==> config.mk <==
export PLATFORM = sky130hd
export DESIGN_NAME = rsa_seq_ctrl
export DESIGN_NICKNAME = d
export VERILOG_FILES = /design/src/rtl/rsa_seq_ctrl_pkg.sv /design/src/rtl/rsa_skew_gen.sv /design/src/rtl/rsa_seq_ctrl.sv
export SDC_FILE = /design/constraint.sdc
export NUM_CORES = 1
export LEC_CHECK = 0
export CAP_MARGIN = 20
export CORE_ASPECT_RATIO = 0.7
export CORE_UTILIZATION = 40
export CTS_BUF_LIST = sky130_fd_sc_hd__clkbuf_16
export DETAILED_ROUTE_END_ITERATION = 7
export PLACE_DENSITY = 0.74
export RECOVER_POWER = 100
export SYNTH_ARGS = -nofsm -noshare
export SYNTH_HDL_FRONTEND = slang
export SYNTH_SLANG_ARGS = --single-unit
export TNS_END_PERCENT = 5
==> constraint.sdc <==
create_clock -name clk -period 1.39 [get_ports clk]
set_input_delay 0.278 -clock clk [delete_from_list [all_inputs] [get_ports clk]]
set_output_delay 0.278 -clock clk [all_outputs]
set_load 0.01 [all_outputs]
==> src/rtl/rsa_seq_ctrl_pkg.sv <==
// Shared definitions for the systolic-array sequencer: phase encodings and sizing helpers.
// Latency: n/a (types and constant functions only).
// Backpressure: n/a.
package rsa_seq_ctrl_pkg;

    // Controller phases: fill input FIFOs, run the array, drain the output FIFOs.
    typedef enum logic [1:0] {
        ST_LOAD = 2'd0,
        ST_CAL  = 2'd1,
        ST_OUT  = 2'd2
    } rsa_state_t;

    // Bits needed to hold values 0..v-1 (never less than one bit).
    function automatic int clog2(input int v);
        int r;
        r = 0;
        for (int i = 0; i < 31; i++) begin
            if ((1 << i) < v) begin
                r = i + 1;
            end
        end
        return (r < 1) ? 1 : r;
    endfunction

    // Last value of the compute cycle counter: the final operand reaches PE(X,Y)
    // after N+X+Y-2 cycles, plus the PE pipeline depth.
    function automatic int cal_len(input int x, input int n, input int y, input int pe_lat);
        return n + x + y - 2 + pe_lat;
    endfunction

endpackage

==> src/rtl/rsa_skew_gen.sv <==
// Registered decode of the compute cycle counter into skewed FIFO reads and PE(1,1) controls.
// Latency: outputs reflect the counter value presented one cycle earlier (feed it the next value).
// Backpressure: none; the array runs unconditionally once started.
//
// Ports: clk/rst_n (async active-low), cal_act (next cycle is a compute cycle),
//        c (next compute cycle index), westin_rd_en[X], northin_rd_en[Y], cal_en, cal_done.
module rsa_skew_gen #(
    parameter int X  = 3,
    parameter int Y  = 3,
    parameter int N  = 3,
    parameter int CW = 4
) (
    input  logic          clk,
    input  logic          rst_n,
    input  logic          cal_act,
    input  logic [CW-1:0] c,
    output logic [X-1:0]  westin_rd_en,
    output logic [Y-1:0]  northin_rd_en,
    output logic          cal_en,
    output logic          cal_done
);

    always_ff @(posedge clk or negedge rst_n) begin
        if (!rst_n) begin
            westin_rd_en  <= '0;
            northin_rd_en <= '0;
            cal_en        <= 1'b0;
            cal_done      <= 1'b0;
        end else begin
            // Row/column k (0-based) starts k cycles late and streams N words.
            for (int i = 0; i < X; i++) begin
                westin_rd_en[i] <= cal_act && (int'(c) >= i) && (int'(c) <= i + N - 1);
            end
            for (int j = 0; j < Y; j++) begin
                northin_rd_en[j] <= cal_act && (int'(c) >= j) && (int'(c) <= j + N - 1);
            end
            cal_en   <= cal_act && (int'(c) <= N - 1);
            cal_done <= cal_act && (int'(c) == N);
        end
    end

endmodule

==> src/rtl/rsa_seq_ctrl.sv <==
// Sequencer for the XxNxY systolic MAC array: loads A/B into input FIFOs, runs the skewed compute, drains results.
// Latency: wr_en one cycle after each input handshake; compute lasts N+X+Y-1+PE_LAT cycles; out_rd_en is combinational.
// Backpressure: Xin_rdy/Yin_rdy drop once each matrix is complete; out_rdy low stalls the drain with no state change.
//
// Ports: clk, sys_rst (async active-low); Xin_val/Xin_rdy, Yin_val/Yin_rdy input handshakes;
//        westin_wr_en[X], northin_wr_en[Y] one-hot FIFO writes; westin_rd_en[X], northin_rd_en[Y] skewed reads;
//        cal_en/cal_done into PE(1,1); out_val/out_rdy/out_rd_en[X] result drain; done pulse after the last word.
module rsa_seq_ctrl
    import rsa_seq_ctrl_pkg::*;
#(
    parameter int X          = 3,
    parameter int N          = 3,
    parameter int Y          = 3,
    parameter int PE_LAT     = 1,
    parameter int ADDR_WIDTH = 2
) (
    input  logic         clk,
    input  logic         sys_rst,
    input  logic         Xin_val,
    output logic         Xin_rdy,
    input  logic         Yin_val,
    output logic         Yin_rdy,
    output logic [X-1:0] westin_wr_en,
    output logic [Y-1:0] northin_wr_en,
    output logic [X-1:0] westin_rd_en,
    output logic [Y-1:0] northin_rd_en,
    output logic         cal_en,
    output logic         cal_done,
    input  logic         out_rdy,
    output logic         out_val,
    output logic [X-1:0] out_rd_en,
    output logic         done
);

    localparam int XN      = X * N;
    localparam int NY      = N * Y;
    localparam int CAL_LEN = cal_len(X, N, Y, PE_LAT);
    localparam int XCW     = clog2(XN + 1);
    localparam int YCW     = clog2(NY + 1);
    localparam int CW      = clog2(CAL_LEN + 1);
    localparam int XIW     = clog2(X + 1);
    localparam int YIW     = clog2(Y + 1);
    localparam int RW      = clog2(X);
    localparam int CLW     = clog2(Y);

    rsa_state_t             state;
    logic [XCW-1:0]         xcnt;
    logic [YCW-1:0]         ycnt;
    logic [XIW-1:0]         xidx;       // west FIFO currently being filled
    logic [YIW-1:0]         yidx;       // north FIFO currently being filled
    logic [ADDR_WIDTH-1:0]  xpos;       // word slot within that FIFO
    logic [ADDR_WIDTH-1:0]  ypos;
    logic [CW-1:0]          c;
    logic [RW-1:0]          orow;
    logic [CLW-1:0]         ocol;

    logic                   x_hs;
    logic                   y_hs;
    logic                   load_done;
    logic                   cal_last;
    logic                   out_hs;
    logic                   out_last;
    logic                   cal_act_nxt;
    logic [CW-1:0]          c_nxt;

    always_comb begin
        x_hs      = Xin_val & Xin_rdy;
        y_hs      = Yin_val & Yin_rdy;
        // Counters reach full on the edge of the last handshake, which is the same
        // edge that raises the final wr_en, so leaving here keeps that write intact.
        load_done = (state == ST_LOAD) && (xcnt == XCW'(XN)) && (ycnt == YCW'(NY));
        cal_last  = (state == ST_CAL) && (c == CW'(CAL_LEN));
        out_val   = (state == ST_OUT);
        out_hs    = out_val & out_rdy;
        out_last  = out_hs && (orow == RW'(X - 1)) && (ocol == CLW'(Y - 1));

        // The skew decoder registers its inputs, so hand it next-cycle values.
        c_nxt       = '0;
        cal_act_nxt = load_done;
        if ((state == ST_CAL) && !cal_last) begin
            c_nxt       = c + CW'(1);
            cal_act_nxt = 1'b1;
        end

        out_rd_en = '0;
        if (out_hs) begin
            out_rd_en = X'(1) << orow;
        end
    end

    always_ff @(posedge clk or negedge sys_rst) begin
        if (!sys_rst) begin
            state         <= ST_LOAD;
            xcnt          <= '0;
            ycnt          <= '0;
            xidx          <= '0;
            yidx          <= '0;
            xpos          <= '0;
            ypos          <= '0;
            c             <= '0;
            orow          <= '0;
            ocol          <= '0;
            Xin_rdy       <= 1'b0;
            Yin_rdy       <= 1'b0;
            westin_wr_en  <= '0;
            northin_wr_en <= '0;
            done          <= 1'b0;
        end else begin
            c             <= c_nxt;
            done          <= 1'b0;
            westin_wr_en  <= '0;
            northin_wr_en <= '0;
            case (state)
                ST_LOAD: begin
                    Xin_rdy <= (xcnt + XCW'(x_hs)) < XCW'(XN);
                    Yin_rdy <= (ycnt + YCW'(y_hs)) < YCW'(NY);
                    if (x_hs) begin
                        westin_wr_en <= X'(1) << xidx;
                        xcnt         <= xcnt + XCW'(1);
                        if (xpos == ADDR_WIDTH'(N - 1)) begin
                            xpos <= '0;
                            xidx <= xidx + XIW'(1);
                        end else begin
                            xpos <= xpos + ADDR_WIDTH'(1);
                        end
                    end
                    if (y_hs) begin
                        northin_wr_en <= Y'(1) << yidx;
                        ycnt          <= ycnt + YCW'(1);
                        if (ypos == ADDR_WIDTH'(N - 1)) begin
                            ypos <= '0;
                            yidx <= yidx + YIW'(1);
                        end else begin
                            ypos <= ypos + ADDR_WIDTH'(1);
                        end
                    end
                    if (load_done) begin
                        state <= ST_CAL;
                        xcnt  <= '0;
                        ycnt  <= '0;
                        xidx  <= '0;
                        yidx  <= '0;
                    end
                end
                ST_CAL: begin
                    if (cal_last) begin
                        state <= ST_OUT;
                    end
                end
                ST_OUT: begin
                    if (out_hs) begin
                        if (ocol == CLW'(Y - 1)) begin
                            ocol <= '0;
                            orow <= orow + RW'(1);
                        end else begin
                            ocol <= ocol + CLW'(1);
                        end
                        if (out_last) begin
                            state   <= ST_LOAD;
                            orow    <= '0;
                            ocol    <= '0;
                            done    <= 1'b1;
                            Xin_rdy <= 1'b1;
                            Yin_rdy <= 1'b1;
                        end
                    end
                end
                default: begin
                    state <= ST_LOAD;
                end
            endcase
        end
    end

    rsa_skew_gen #(
        .X  (X),
        .Y  (Y),
        .N  (N),
        .CW (CW)
    ) u_skew (
        .clk           (clk),
        .rst_n         (sys_rst),
        .cal_act       (cal_act_nxt),
        .c             (c_nxt),
        .westin_rd_en  (westin_rd_en),
        .northin_rd_en (northin_rd_en),
        .cal_en        (cal_en),
        .cal_done      (cal_done)
    );

endmodule

# After elaboration in Yosys (flattened, before gate mapping)
# Cells that the tools add are included.
[op_classes]
add_sub_neg = 11
mul = 0
n_div = 0
n_lt_le_gt_ge = 7
eq_ne = 14
shifts = 3
n_mux = 35
bitwise = 3
n_reduce_logical = 30
[op_table]
columns = ["operator", "count"]
rows = [
  ["2-to-1 mux 2 bit", 16],
  ["2-to-1 mux 4 bit", 5],
  ["2-to-1 mux 3 bit", 5],
  ["adder 2 x 1 -> 2 bit, second input constant", 6],
  ["adder 4 x 1 -> 4 bit, second input constant", 3],
  ["equality test 4 bit, second input constant", 3],
  ["logical AND 1 bit", 12],
  ["AND reduction 3 bit", 4],
  ["nonzero test 2 bit", 6],
  ["equality test 2 bit, second input constant", 5],
  ["AND reduction 2 bit", 5],
  ["left shift 1 x 2 -> 3 bit, first input constant", 3],
  ["adder 4 x 1 -> 4 bit", 2],
  ["less-or-equal comparator 4 x 2 -> 1 bit, second input constant", 2],
  ["less-than comparator 4 bit, second input constant", 2],
  ["2-to-1 mux 1 bit", 6],
  ["case mux 2 bit (3 select lines)", 1],
  ["equality test 4 x 3 -> 1 bit, second input constant", 1],
  ["greater-or-equal comparator 4 x 1 -> 1 bit, second input constant", 1],
  ["greater-or-equal comparator 4 x 2 -> 1 bit, second input constant", 1],
  ["less-or-equal comparator 4 x 3 -> 1 bit, second input constant", 1],
  ["inequality test 2 x 1 -> 1 bit, second input constant", 2],
  ["inequality test 2 bit, second input constant", 2],
  ["case mux 1 bit (2 select lines)", 2],
  ["other kinds (5)", 7],
]
[totals]
ff_bits = 40
latch_bits = 0
mem_bits_rw = 0
romBits = 0
inputBits = 5
output_inout_bits = 21
elab_cells = 121
mem_count = 0

# Longest topological paths before layout
# Gate-level depths: netlist of the first run.
[depth]
ltp_word = 8
ltp_mapped = 6
mapped_depth_nobuf = 6

# Cells and area by module
# From an unflattened synthesis of the first run, not the netlist that was laid out.
[hier_totals]
hier_cells = 199
hier_area_um2 = 2073.2
[modules_own_cells]
columns = ["module", "n_inst", "cells_per_inst", "area_each_um2", "seq_area_each_um2"]
rows = [
  ["rsa_seq_ctrl", 1, 181, 1885.6, 875.8],
  ["rsa_skew_gen", 1, 18, 187.7, 100.1],
]

# Worst setup path before layout of the first run
# OpenSTA, ideal clock, no wires.
[synth_path]
path_kind = "reg-to-reg"
startpoint = "reg Yin_rdy"
endpoint = "reg Yin_rdy"
t_arrival_ns = 1.412
required_time_ns = 1.264
path_slack_ns = -0.148
path_stages_with_launch = 7
path_buffers = 0
period_less_slack_ns = 1.538
cell_sequence = "dfrtp_1 > and2_1 > ha_1 > ha_1 > xor2_1 > nor3_1 > o32a_1"
[synth_between]
elab_chain_len = 4
[synth_rtl]
columns = ["item", "line_no", "source"]
rows = [
  ["start: declaration", "rsa_seq_ctrl.sv:22", "output logic Yin_rdy,"],
  ["start signal: assignment", "rsa_seq_ctrl.sv:116", "Yin_rdy <= (ycnt + YCW'(y_hs)) < YCW'(NY);"],
  ["AND 1 bit", "rsa_seq_ctrl.sv:68", "y_hs = Yin_val & Yin_rdy;"],
  ["adder 4 x 1 -> 4 bit", "rsa_seq_ctrl.sv:116", ""],
  ["less-than comparator 4 bit", "rsa_seq_ctrl.sv:116", ""],
  ["case mux 1 bit (2 select lines)", "rsa_seq_ctrl.sv:113", "case (state)"],
]
# Every way passes these cells.
# A chain may end at the register's enable or synchronous reset.

# Worst setup path in the final report of the first run
[layout_path]
startpoint = "reg Xin_rdy"
endpoint = "reg Xin_rdy"
[layout_between]
elab_chain_len = 4
[layout_rtl]
columns = ["item", "line_no", "source"]
rows = [
  ["start: declaration", "rsa_seq_ctrl.sv:20", "output logic Xin_rdy,"],
  ["start signal: assignment", "rsa_seq_ctrl.sv:115", "Xin_rdy <= (xcnt + XCW'(x_hs)) < XCW'(XN);"],
  ["AND 1 bit", "rsa_seq_ctrl.sv:67", "x_hs = Xin_val & Xin_rdy;"],
  ["adder 4 x 1 -> 4 bit", "rsa_seq_ctrl.sv:115", ""],
  ["less-than comparator 4 bit", "rsa_seq_ctrl.sv:115", ""],
  ["case mux 1 bit (2 select lines)", "rsa_seq_ctrl.sv:113", ""],
]
# Every way passes these cells.

==> out/metrics.yaml, run 1 <==
clock_tree:
  cts.clk_slew.worst_paths_ps: 60
  cts.sinks: 39
  cts-htree-levels: 2
  clock_latency_ps: 280
  clk_path_buf_depth: 2
  cts_tree: "built"
  root_buffer: "clkbuf_16"
  numCtsBuffers: 5
grt:
  grt_pass1_vias: 1616
  grt.overflow.total: 0
  grt_max_degree: 40
  grt_pass1_wl_um: 7570
  groute.usage.overall_pct: 17.8
  antenna_found_initial: 0
layout:
  drive_above_1_share_pct: 31.0
  diodes: 0
  area_growth_pct: 36.6
  final_util_pct: 58.8
  num-nets-final: 278
synthesis:
  yosysTopAreaCellShare_pct: 45.9
  netlist-cell-type-count: 43
  syn_area_um2: 2120
  yosysTopAreaCell: "dfrtp_1"
  netlist_top_cells_count: "39 x dfrtp_1, 19 x ha_1, 15 x inv_1"
  yosysMostFrequentCell: "dfrtp_1"
  synth-seq-cells: 39
  synth_area_per_cell_um2: 10.6
  synth_edf_count: 0
  yosys_warnings: 0
  postSynthCellCount: 201
  synth-main-ff-cell: "dfrtp_1"
  async_reset_ff_share_pct: 100
  yosysSeqAreaShare_pct: 45.9
  synthTopCellsByArea: "dfrtp_1 46%, ha_1 11%, and2_1 3.5%, inv_1 2.7%, o21ai_0 2.4%"
  syn_nets: 225
setup_path:
  reg2reg_slack_ps: -170
  path_class: "reg -> reg"
  cp_data_arrival_time_ps: 1710
  cp.required_ps: 1540
  cp_max_fo: 2
  r2r-start: "Xin_rdy$_DFFE_PN0P_"
  crit_path_start_kind: "flop"
  r2r_end: "Xin_rdy$_DFFE_PN0P_"
  r2r_cells: 6
  endpoint_kind: "flop"
routing:
  dr.pass1.iters: 4
  viasPerCell: 5.07
  ant_nets: 0
  finalWirelength_um: 4440
  post_drt_wl_per_cell_um: 13.7
  routed-via-count: 1642
  drc: 0
  first_iter_violations: 81
power_and_ir_drop:
  peakVddDrop_mv: 0.812
  power_density_nw_per_um2: 1830
  leakage_nw: 1.39
timing:
  fmax_mhz: 642
  rsz0062_at_grt: "yes"
  worst_pin_slew_ps: 548
  slew_viol_final: 0
  setup_viol: 12
  setup-tns-final_ps: -1080
  min_period_ps: 1560
  slew_headroom_pct: 63.5
  fin_crit_sh_pct: 112
  fin_ws_ps: -167
  hold_viol: 0
  skew_ps: 3.14
worst_hold_path:
  holdPathEnd: "c[0]$_DFF_PN0_"
  min_from: "c[0]$_DFF_PN0_"
  worstHoldPathType: "reg -> reg"
  holdPathStages: 1
run_status:
  failed_checks: "setup timing"
  outcome: "finished, violations left"
flow_run:
  cap_viol_max_count: 0
place:
  dp_hpwl_um: 2960
  io_buffers: 25
  place_worst_setup_slack_ps: -533
  gp_congestion: 0.792
floorplanning:
  initial_core_util_pct: 43.0
  die_w_um: 89.1
  num_rows: 21
  num_io_pins: 26
  die_h_um: 63.0
  dieArea_um2: 5610
  core_um2: 4940
[metrics by stage]
stage / instances / instance area (um2) / hold WS [ps] / power (mW)
final: 324 / 2900 / 518 / 5.31
after global routing: 324 / 2900 / 539 / 5.73
after CTS: 324 / 2880 / 518 / 5.31
after detailed placement: 314 / 2640 / 262 / 3.86
after global placement: 314 / 2640 / 264 / 3.79
after floorplan: 201 / 2150 / -17.6 / 2.99
[area by class of cell]
cell class	instances	area (um2)
fillers	441	2040
multi-input cells	136	1170
flip-flops and latches	39	977
repair buffers	57	448
clock buffers	5	125
well taps	69	86.3
inverters	15	56.3
clock inverters	3	38.8
[layer usage]
layer  up-vias  GRT usage, %  routed length [um]
met2        27          28.6                2150
li1        798             -                   -
met3        10          4.23                 139
met5         -             0                   0
met1       807          22.8                2080
met4         0          6.94                  72
[power by group]
part	leakage [nW]	total, mW	internal, mW	switching (mW)
combinational	0.810	2.24	1.18	1.06
sequential	0.501	1.80	1.50	0.307
clock	0.0812	1.27	0.836	0.435
[layout by cell type (no fill, tap or decap), types with 2 or more instances in the layout]
cell	Yosys	routed
dfrtp_1	39	38
buf_4	5	26
dlygate4sd2_1	0	17
inv_1	15	13
ha_1	19	12
and2_1	12	10
nor2_1	10	9
a21oi_1	9	7
o21ai_0	10	7
nand3_1	6	6
nor3_1	7	6
xor2_1	5	5
nand2_1	7	5
or3_1	6	5
ha_4	0	5
clkbuf_16	0	5
buf_2	3	5
nand3b_1	3	4
nand2b_1	4	4
o21ai_1	1	4
nand4b_1	3	3
and2_4	0	2
nand2_2	0	2
and4bb_2	3	2
mux2i_1	2	2
inv_2	0	2
nand4bb_4	0	2
xnor2_1	3	2
a21oi_2	0	2
a21o_1	2	2
o32a_1	2	2
ha_2	0	2
clkdlybuf4s15_1	0	2
clkbuf_4	0	2
clkbuf_2	1	2
[logic make-up (layout without fill, tap and decap cells)]
logic type	after synthesis	in the layout	synth area share, %
AOI/OAI and AO/OA	32	32	9.48
xor gates and xnor gates	8	8	3.30
adders and majority gates	19	19	11.2
buffers and inverters	26	80	6.42
DFF	39	39	45.9
muxes	2	2	0.942
and+or+nand+nor	75	75	22.7
[critical path: stages, from the launching register on]
cell	delay, ps
dfrtp_1	400
and2_4	170
ha_4	160
ha_4	150
xor2_1	130
nor3_1	60
o32a_1	360
[worst max path at each step]
stage | cells after the start | slack (ps) | start | end
3_5_place_dp | 5 | -530 | out_rdy | out_rd_en[2]
5_1_grt | 6 | -200 | Xin_rdy$_DFFE_PN0P_ | Xin_rdy$_DFFE_PN0P_
6_report | 6 | -170 | Xin_rdy$_DFFE_PN0P_ | Xin_rdy$_DFFE_PN0P_
3_3_place_gp | 4 | -490 | out_rdy | out_rd_en[0]
4_1_cts | 7 | -160 | Yin_val | Yin_rdy$_DFFE_PN0P_
2_1_floorplan | 6 | -130 | Yin_rdy$_DFFE_PN0P_ | Yin_rdy$_DFFE_PN0P_
[what timing repair did]
item,CTS,global route
hold endpoints to repair,39,0
gates resized for setup,55,18
endpoints found under the setup margin,39,31
hold buffers,1,0
pin swaps,6,4
buffers inserted,1,0
[registers in the layout (all words and copies together), names as in the netlist, 2 cells and up]
register / count
c: 4
northin_wr_en: 3
ocol: 2
orow: 2
state: 2
u_skew.northin_rd_en: 3
westin_wr_en: 3
xcnt: 4
xidx: 2
xpos: 2
ycnt: 4
yidx: 2
ypos: 2
Power figures use the tool's default switching activity.
==> run 2: changes to the inputs <==
--- a/config.mk
+++ b/config.mk
@@ -7,10 +7,11 @@
 export LEC_CHECK = 0
 export CAP_MARGIN = 20
 export CORE_ASPECT_RATIO = 0.7
-export CORE_UTILIZATION = 40
+export CORE_MARGIN = 3
+export CORE_UTILIZATION = 55
 export CTS_BUF_LIST = sky130_fd_sc_hd__clkbuf_16
 export DETAILED_ROUTE_END_ITERATION = 7
-export PLACE_DENSITY = 0.74
+export PLACE_DENSITY = 0.9
 export RECOVER_POWER = 100
 export SYNTH_ARGS = -nofsm -noshare
 export SYNTH_HDL_FRONTEND = slang
==> constraint.sdc (replaced) <==
create_clock -name clk -period 1.8 [get_ports clk]
set_input_delay 0.36 -clock clk [delete_from_list [all_inputs] [get_ports clk]]
set_output_delay 0.36 -clock clk [all_outputs]
set_load 0.01 [all_outputs]
==> run 2 against run 1 <==
The flow now finishes without violations. Via count down 7.4%. Die area shrank 17%. Cell area is 12% lower. Total power down 32%. Sequential power fell by 21%. Global-route usage is 1.3 points higher. Register-to-register slack improved by 310 ps. Worst hold slack got worse by 280 ps. Flip-flop and latch count stayed put. Critical path depth is 1 higher.
==> out/metrics.yaml, run 2 (synthesis results as in run 1) <==
run_status:
  outcome: "finished clean"
timing:
  rsz0062_at_grt: "yes"
  worst_pin_slew_ps: 1040  # +492 ps
  fin_crit_sh_pct: 95.0
  min_period_ps: 1710
  hold_slack_ps: 242  # -276 ps
  fmax_mhz: 585
  hold_viol: 0  # unchanged
  slew_headroom_pct: 30.7  # -33 points
  setup_viol: 0  # -12
  skew_ps: 4.54  # +1.40 ps
  setup-tns-final_ps: 0  # +1080 ps
  slew_viol_final: 0  # unchanged
layout:
  drive_above_1_share_pct: 9.79  # -21 points
  layout_commonest_cell: "dfrtp_1"
  n_fill_cell: 260  # -41%
  seq_area_um2: 976  # -0.13%
  area_growth_pct: 20.0
  multiInputGateArea_um2: 992  # -15%
  layout_common_cells: "39 x dfrtp_1, 19 x ha_1, 17 x dlygate4sd3_1"
  diodes: 0  # unchanged
  num-nets-final: 258  # -7.2%
  final_util_pct: 70.3  # +12 points
  reg_top3: "c x4, xcnt x4, ycnt x4"
floorplanning:
  die_w_um: 80.3  # -9.9%
  initial_core_util_pct: 58.6  # +16 points
  num_rows: 18  # -14%
  dieArea_um2: 4660  # -17%
  die_h_um: 58  # -7.9%
  core_um2: 3630  # -27%
  num_io_pins: 26  # unchanged
setup_path:
  cp_max_fo: 2  # unchanged
  cp.required_ps: 1970  # +430 ps
  endpoint_kind: "flop"
  crit_end: "Yin_rdy$_DFFE_PN0P_"
  path_class: "in -> reg"
  r2r_end: "ycnt[1]$_DFFE_PN0P_"
  reg2reg_slack_ps: 140  # +310 ps
  cp_data_arrival_time_ps: 1880  # +170 ps
  r2r_cells: 5  # -1
  crit_path_start_kind: "input port"
  r2r-start: "xcnt[0]$_DFFE_PN0P_"
  crit_path_start: "Yin_val"
worst_hold_path:
  worstHoldPathType: "in -> async"
routing:
  drc: 0  # unchanged
  finalWirelength_um: 3950  # -11%
  first_iter_violations: 58  # -28%
  dr.pass1.iters: 4  # unchanged
  routed-via-count: 1520  # -7.4%
  viasPerCell: 5.33  # +5.2%
  ant_nets: 0  # unchanged
  post_drt_wl_per_cell_um: 13.9  # +1.2%
power_and_ir_drop:
  power_density_nw_per_um2: 1420  # -22%
  comb_power_share_pct: 33.5  # -8.6 points
  peakVddDrop_mv: 0.668  # -18%
  power_switching_mw: 1.24  # -31%
  switching_share_pct: 34.0  # +0.085 points
  design_power_total_mw: 3.63  # -32%
  power_frac_seq_pct: 39.4  # +5.5 points
  p_int_mw: 2.40  # -32%
  power.share.clock_pct: 27.1  # +3.2 points
  leakage_nw: 1.23  # -12%
grt:
  grt_pass1_vias: 1484  # -8.2%
  grt_max_degree: 21  # -48%
  use_met1_pct: 25.8  # +3.0 points
  grt_busiest_layer: "met2"
  met2_usage_pct: 29.4  # +0.74 points
  grt_pass1_wl_um: 6760  # -11%
  gr-usage-met3_pct: 6.99  # +2.8 points
  groute.usage.overall_pct: 19.0  # +1.3 points
  antenna_found_initial: 0  # unchanged
  grt.overflow.total: 0  # unchanged
clock_tree:
  cts-htree-levels: 2  # unchanged
  clk_path_buf_depth: 2  # unchanged
  cts.sinks: 39  # unchanged
  cts_tree: "built"
  cts.clk_slew.worst_paths_ps: 60  # about the same
  clock_latency_ps: 280  # about the same
  root_buffer: "clkbuf_16"
  cts_hold_buf: 0  # -1
  numCtsBuffers: 5  # unchanged
place:
  gp_congestion: 0.831  # +4.9%
  dp_hpwl_um: 2870  # -2.9%
  io_buffers: 25  # unchanged
flow_run:
  cap_viol_max_count: 0  # unchanged
-- run 2: changes by cell type in the layout (fill, tap and decap cells not counted), moves of 5 or more --
| cell | change |
|---|---|
| buf_4 | -22 |
| dlygate4sd2_1 | -16 |
| dlygate4sd3_1 | +16 |
| and2_0 | +7 |
| ha_1 | +7 |
| and2_1 | -5 |
| clkbuf_1 | +5 |
| ha_4 | -5 |
-- run 2: routing by layer --
layer / wire length [um] / vias up
met1: 1920 / 736
met3: 158 / 4
li1: - / 759
met5: 0 / -
met4: 36 / 0
met2: 1840 / 21
-- run 2: metrics by stage --
step                cell area (um2)  setup slack [ps]  std cells
floorplan                      2120               262        201
global placement               2450              -245        276
detailed placement             2450              -256        276
CTS                            2610              7.93        284
global route                   2550             -3.49        285
finish                         2550              89.8        285
-- run 2: power by group through the flow --
stage / registers [mW] / logic, mW / clock network (mW)
CTS: 1.44 / 1.29 / 1.01
finish: 1.43 / 1.22 / 0.984
detailed placement: 1.45 / 1.28 / 0
global route: 1.48 / 1.39 / 1.04
global placement: 1.43 / 1.22 / 0
floorplan: 1.41 / 0.869 / 0
-- run 2: area by class of cell --
class                      count  share of cell area (%)
clock buffer                   5                    4.91
inverter                      15                    2.21
multi-input combinational    136                    38.9
timing repair buffer          37                    11.7
tap                           50                    2.45
clock inverter                 3                    1.52
sequential                    39                    38.3
-- run 2: how the worst min path moves through the flow --
stage	start	end	slack, ps
final	sys_rst	done$_DFF_PN0_	240
after CTS	sys_rst	yidx[0]$_DFFE_PN0P_	40
after detailed placement	sys_rst	xcnt[2]$_DFFE_PN0P_	340
after global placement	sys_rst	done$_DFF_PN0_	340
after floorplan	sys_rst	Xin_rdy$_DFFE_PN0P_	60
after global routing	sys_rst	xcnt[2]$_DFFE_PN0P_	350
-- run 2: critical path, stage by stage --
cell             delay [ps]
clkdlybuf4s50_1         420
and2_1                  170
ha_1                    200
ha_1                    200
xor2_1                  130
nor3_1                   60
o32a_1                  320
-- run 2: what timing repair did --
| item | 4_1_cts | 5_1_grt |
|---|---|---|
| cloned | 0 | 0 |
| resized for setup | 5 | 6 |
| buffers inserted | 0 | 1 |
| endpoints found under the setup margin | 4 | 4 |
==> RTL edit, RTL diff (flow settings as in run 1) <==
The 3 states of `rsa_state_t` get a one-hot encoding in 3 bits.
--- a/src/rtl/rsa_seq_ctrl_pkg.sv
+++ b/src/rtl/rsa_seq_ctrl_pkg.sv
@@ -4,10 +4,10 @@
 package rsa_seq_ctrl_pkg;
 
     // Controller phases: fill input FIFOs, run the array, drain the output FIFOs.
-    typedef enum logic [1:0] {
-        ST_LOAD = 2'd0,
-        ST_CAL  = 2'd1,
-        ST_OUT  = 2'd2
+    typedef enum logic [2:0] {
+        ST_LOAD = 3'b001,
+        ST_CAL  = 3'b010,
+        ST_OUT  = 3'b100
     } rsa_state_t;
 
     // Bits needed to hold values 0..v-1 (never less than one bit).
Formal check against the unedited RTL: no difference found for any inputs over 10 cycles, from zero or initial values and one cycle with sys_rst low; not proved beyond that.
==> RTL edit against run 1 <==
The flow still finishes with violations (negative setup slack); total power is 9.6% lower; clock skew is 0.0012 ns higher; wire length is 3.7% higher; setup slack worse by 0.22 ns; critical path type unchanged; cell area is 4.6% higher; synthesized area is 1.4% lower; sequential cell count is 1 higher; maximum frequency is 12% lower; largest cell class unchanged.
==> RTL edit: results (changes against run 1) <==
| Metric | Value |
|---|---|
| Post-layout worst setup margin | `-0.3889 ns (-0.2214 ns)` |
| R2R Path Start | `state[1]` |
| Post-placement cell area | `2738 µm² (+3.5%)` |
| GR met1 Demand/Resource | `0.2350 (+0.006544)` |
| Failing checks | `negative setup slack` |
| Data arrival, critical path | `1.95 ns (+0.24 ns)` |
| Dpl ws | `-0.4757 ns (+0.05765 ns)` |
| GPL Wtd Cong | `0.7923 (about the same)` |
| Register area share after synthesis | `0.4785 (+0.01913)` |
| Crit-path max cell delay | `0.46 ns (+0.06 ns)` |
| WL met1 | `2160 µm (+4.0%)` |
| Placed insts | `329 (+4.8%)` |
| Met2 wire len | `2263 µm (+5.1%)` |
| Routing usage on met2 | `0.2952 (+0.008933)` |
| Net Sw Frac | `0.3202 (-0.01912)` |
| Skew final | `0.004293 ns (+0.001158 ns)` |
| Delay-heaviest family, CP | `simple AND/OR/NAND/NOR gates` |
| Crit path max-delay cell type | `or3b_4` |
| Final net count | `297 (+6.8%)` |
| Slew at the pin with the worst max-slew slack | `0.5526 ns (+0.004862 ns)` |
| Final wirelength | `4605 µm (+3.7%)` |
| Leakage | `0.001487 µW (+6.8%)` |
| First-pass GRT wire length | `7452 µm (-1.5%)` |
| Clock Path Buffers | `2 (unchanged)` |
| Final HPWL DP | `3151 µm (+6.4%)` |
| Top cells by count, synth | `dfrtp_1, nor2_1, ha_1` |
| Vias in the first global route | `1602 (-0.87%)` |
| Setup Viol. Count Final | `31 (+19)` |
| Top Layer Used | `met4` |
| Netlist cell types | `37 (-14%)` |
| Syn Nets | `222 (-1.3%)` |
| Worst-path maximum fanout | `5 (+3)` |
| Reg2Reg Depth | `5 (-1)` |
| Wire length on met3 | `129 µm (-7.2%)` |
| DRT iter0 DRCs | `59 (-27%)` |
| Vias per cell | `4.854 (-4.2%)` |
| Wirelength per Cell | `13.43 µm (-2.1%)` |
| Largest net degree at the start of global routing | `41 (+2.5%)` |
| Synth top area cells | `dfrtp_1, ha_1, nor2_1, xor2_1, inv_1` |
| Status | `complete, but fails checks` |
| Peak supply drop | `0.001037 V (+28%)` |
| Sum Neg Setup Slack | `-6.881 ns (-5.798 ns)` |
| Hold Path Class | `reg2reg` |
| GR Layer Usage met3 | `0.03963 (-0.002642)` |
| Fraction of layout cells with a size suffix above 1 | `0.3066 (-0.003235)` |
| FF-to-FF End | `xidx[1]` |
| Post-synthesis cell count | `198 (-1.5%)` |
| Overall routing resource usage | `0.1796 (+0.001951)` |
-- RTL edit: cell count changes after synthesis, sizes merged, moves of 4 or more --
cell	delta
xor2	+4
and3	+7
buf	-4
a21oi	-5
nand2b	-4
nor3	+4
and2	-12
or3	-6
nor3b	+4
nor2	+12
-- RTL edit: layout make-up --
type,instances,area [µm²]
multi-input combinational,136,1117
timing repair buffer,74,605.6
clock inverter,3,38.79
tap,69,86.33
clock buffer,5,125.1
sequential,40,1002
inverter,16,60.06
fill,419,1878
-- RTL edit: logic make-up after synthesis --
family / after synthesis / synth area share
muxes: 7 / 0.03465
AOI/OAI and AO/OA: 19 / 0.05376
xor gates and xnor gates: 14 / 0.05854
DFF: 40 / 0.4785
and+or+nand+nor: 76 / 0.2085
adders and majority gates: 19 / 0.1135
buffers and inverters: 23 / 0.05257
-- RTL edit: worst min-delay path by stage --
stage / endpoint / cells after the start / slack (ns) / start
after floorplan: Xin_rdy / 0 / -0.02 / sys_rst
after global placement: northin_wr_en[2] / 2 / 0.26 / sys_rst
after detailed placement: northin_wr_en[0] / 2 / 0.27 / sys_rst
after CTS: u_skew.northin_rd_en[0] / 3 / 0.51 / sys_rst
after global routing: xpos[1] / 1 / 0.54 / xpos[1]
final: xpos[1] / 1 / 0.51 / xpos[1]
-- RTL edit: power by group through the flow --
stage / Sequential (µW) / Clock, µW / Combinational, µW
after global placement: 1710 / 0 / 1610
after floorplan: 1790 / 0 / 844
after detailed placement: 1720 / 0 / 1690
after CTS: 1700 / 1300 / 1770
after global routing: 1760 / 1360 / 1980
final: 1720 / 1280 / 1800
-- RTL edit: what timing repair did --
item | in CTS | in global routing
gates resized for setup | 27 | 38
setup buffers | 1 | 3
cloned | 1 | 0
hold buffers | 1 | 0
setup endpoints to repair | 48 | 58
endpoints found under the hold margin | 39 | 0
pin swaps | 6 | 7
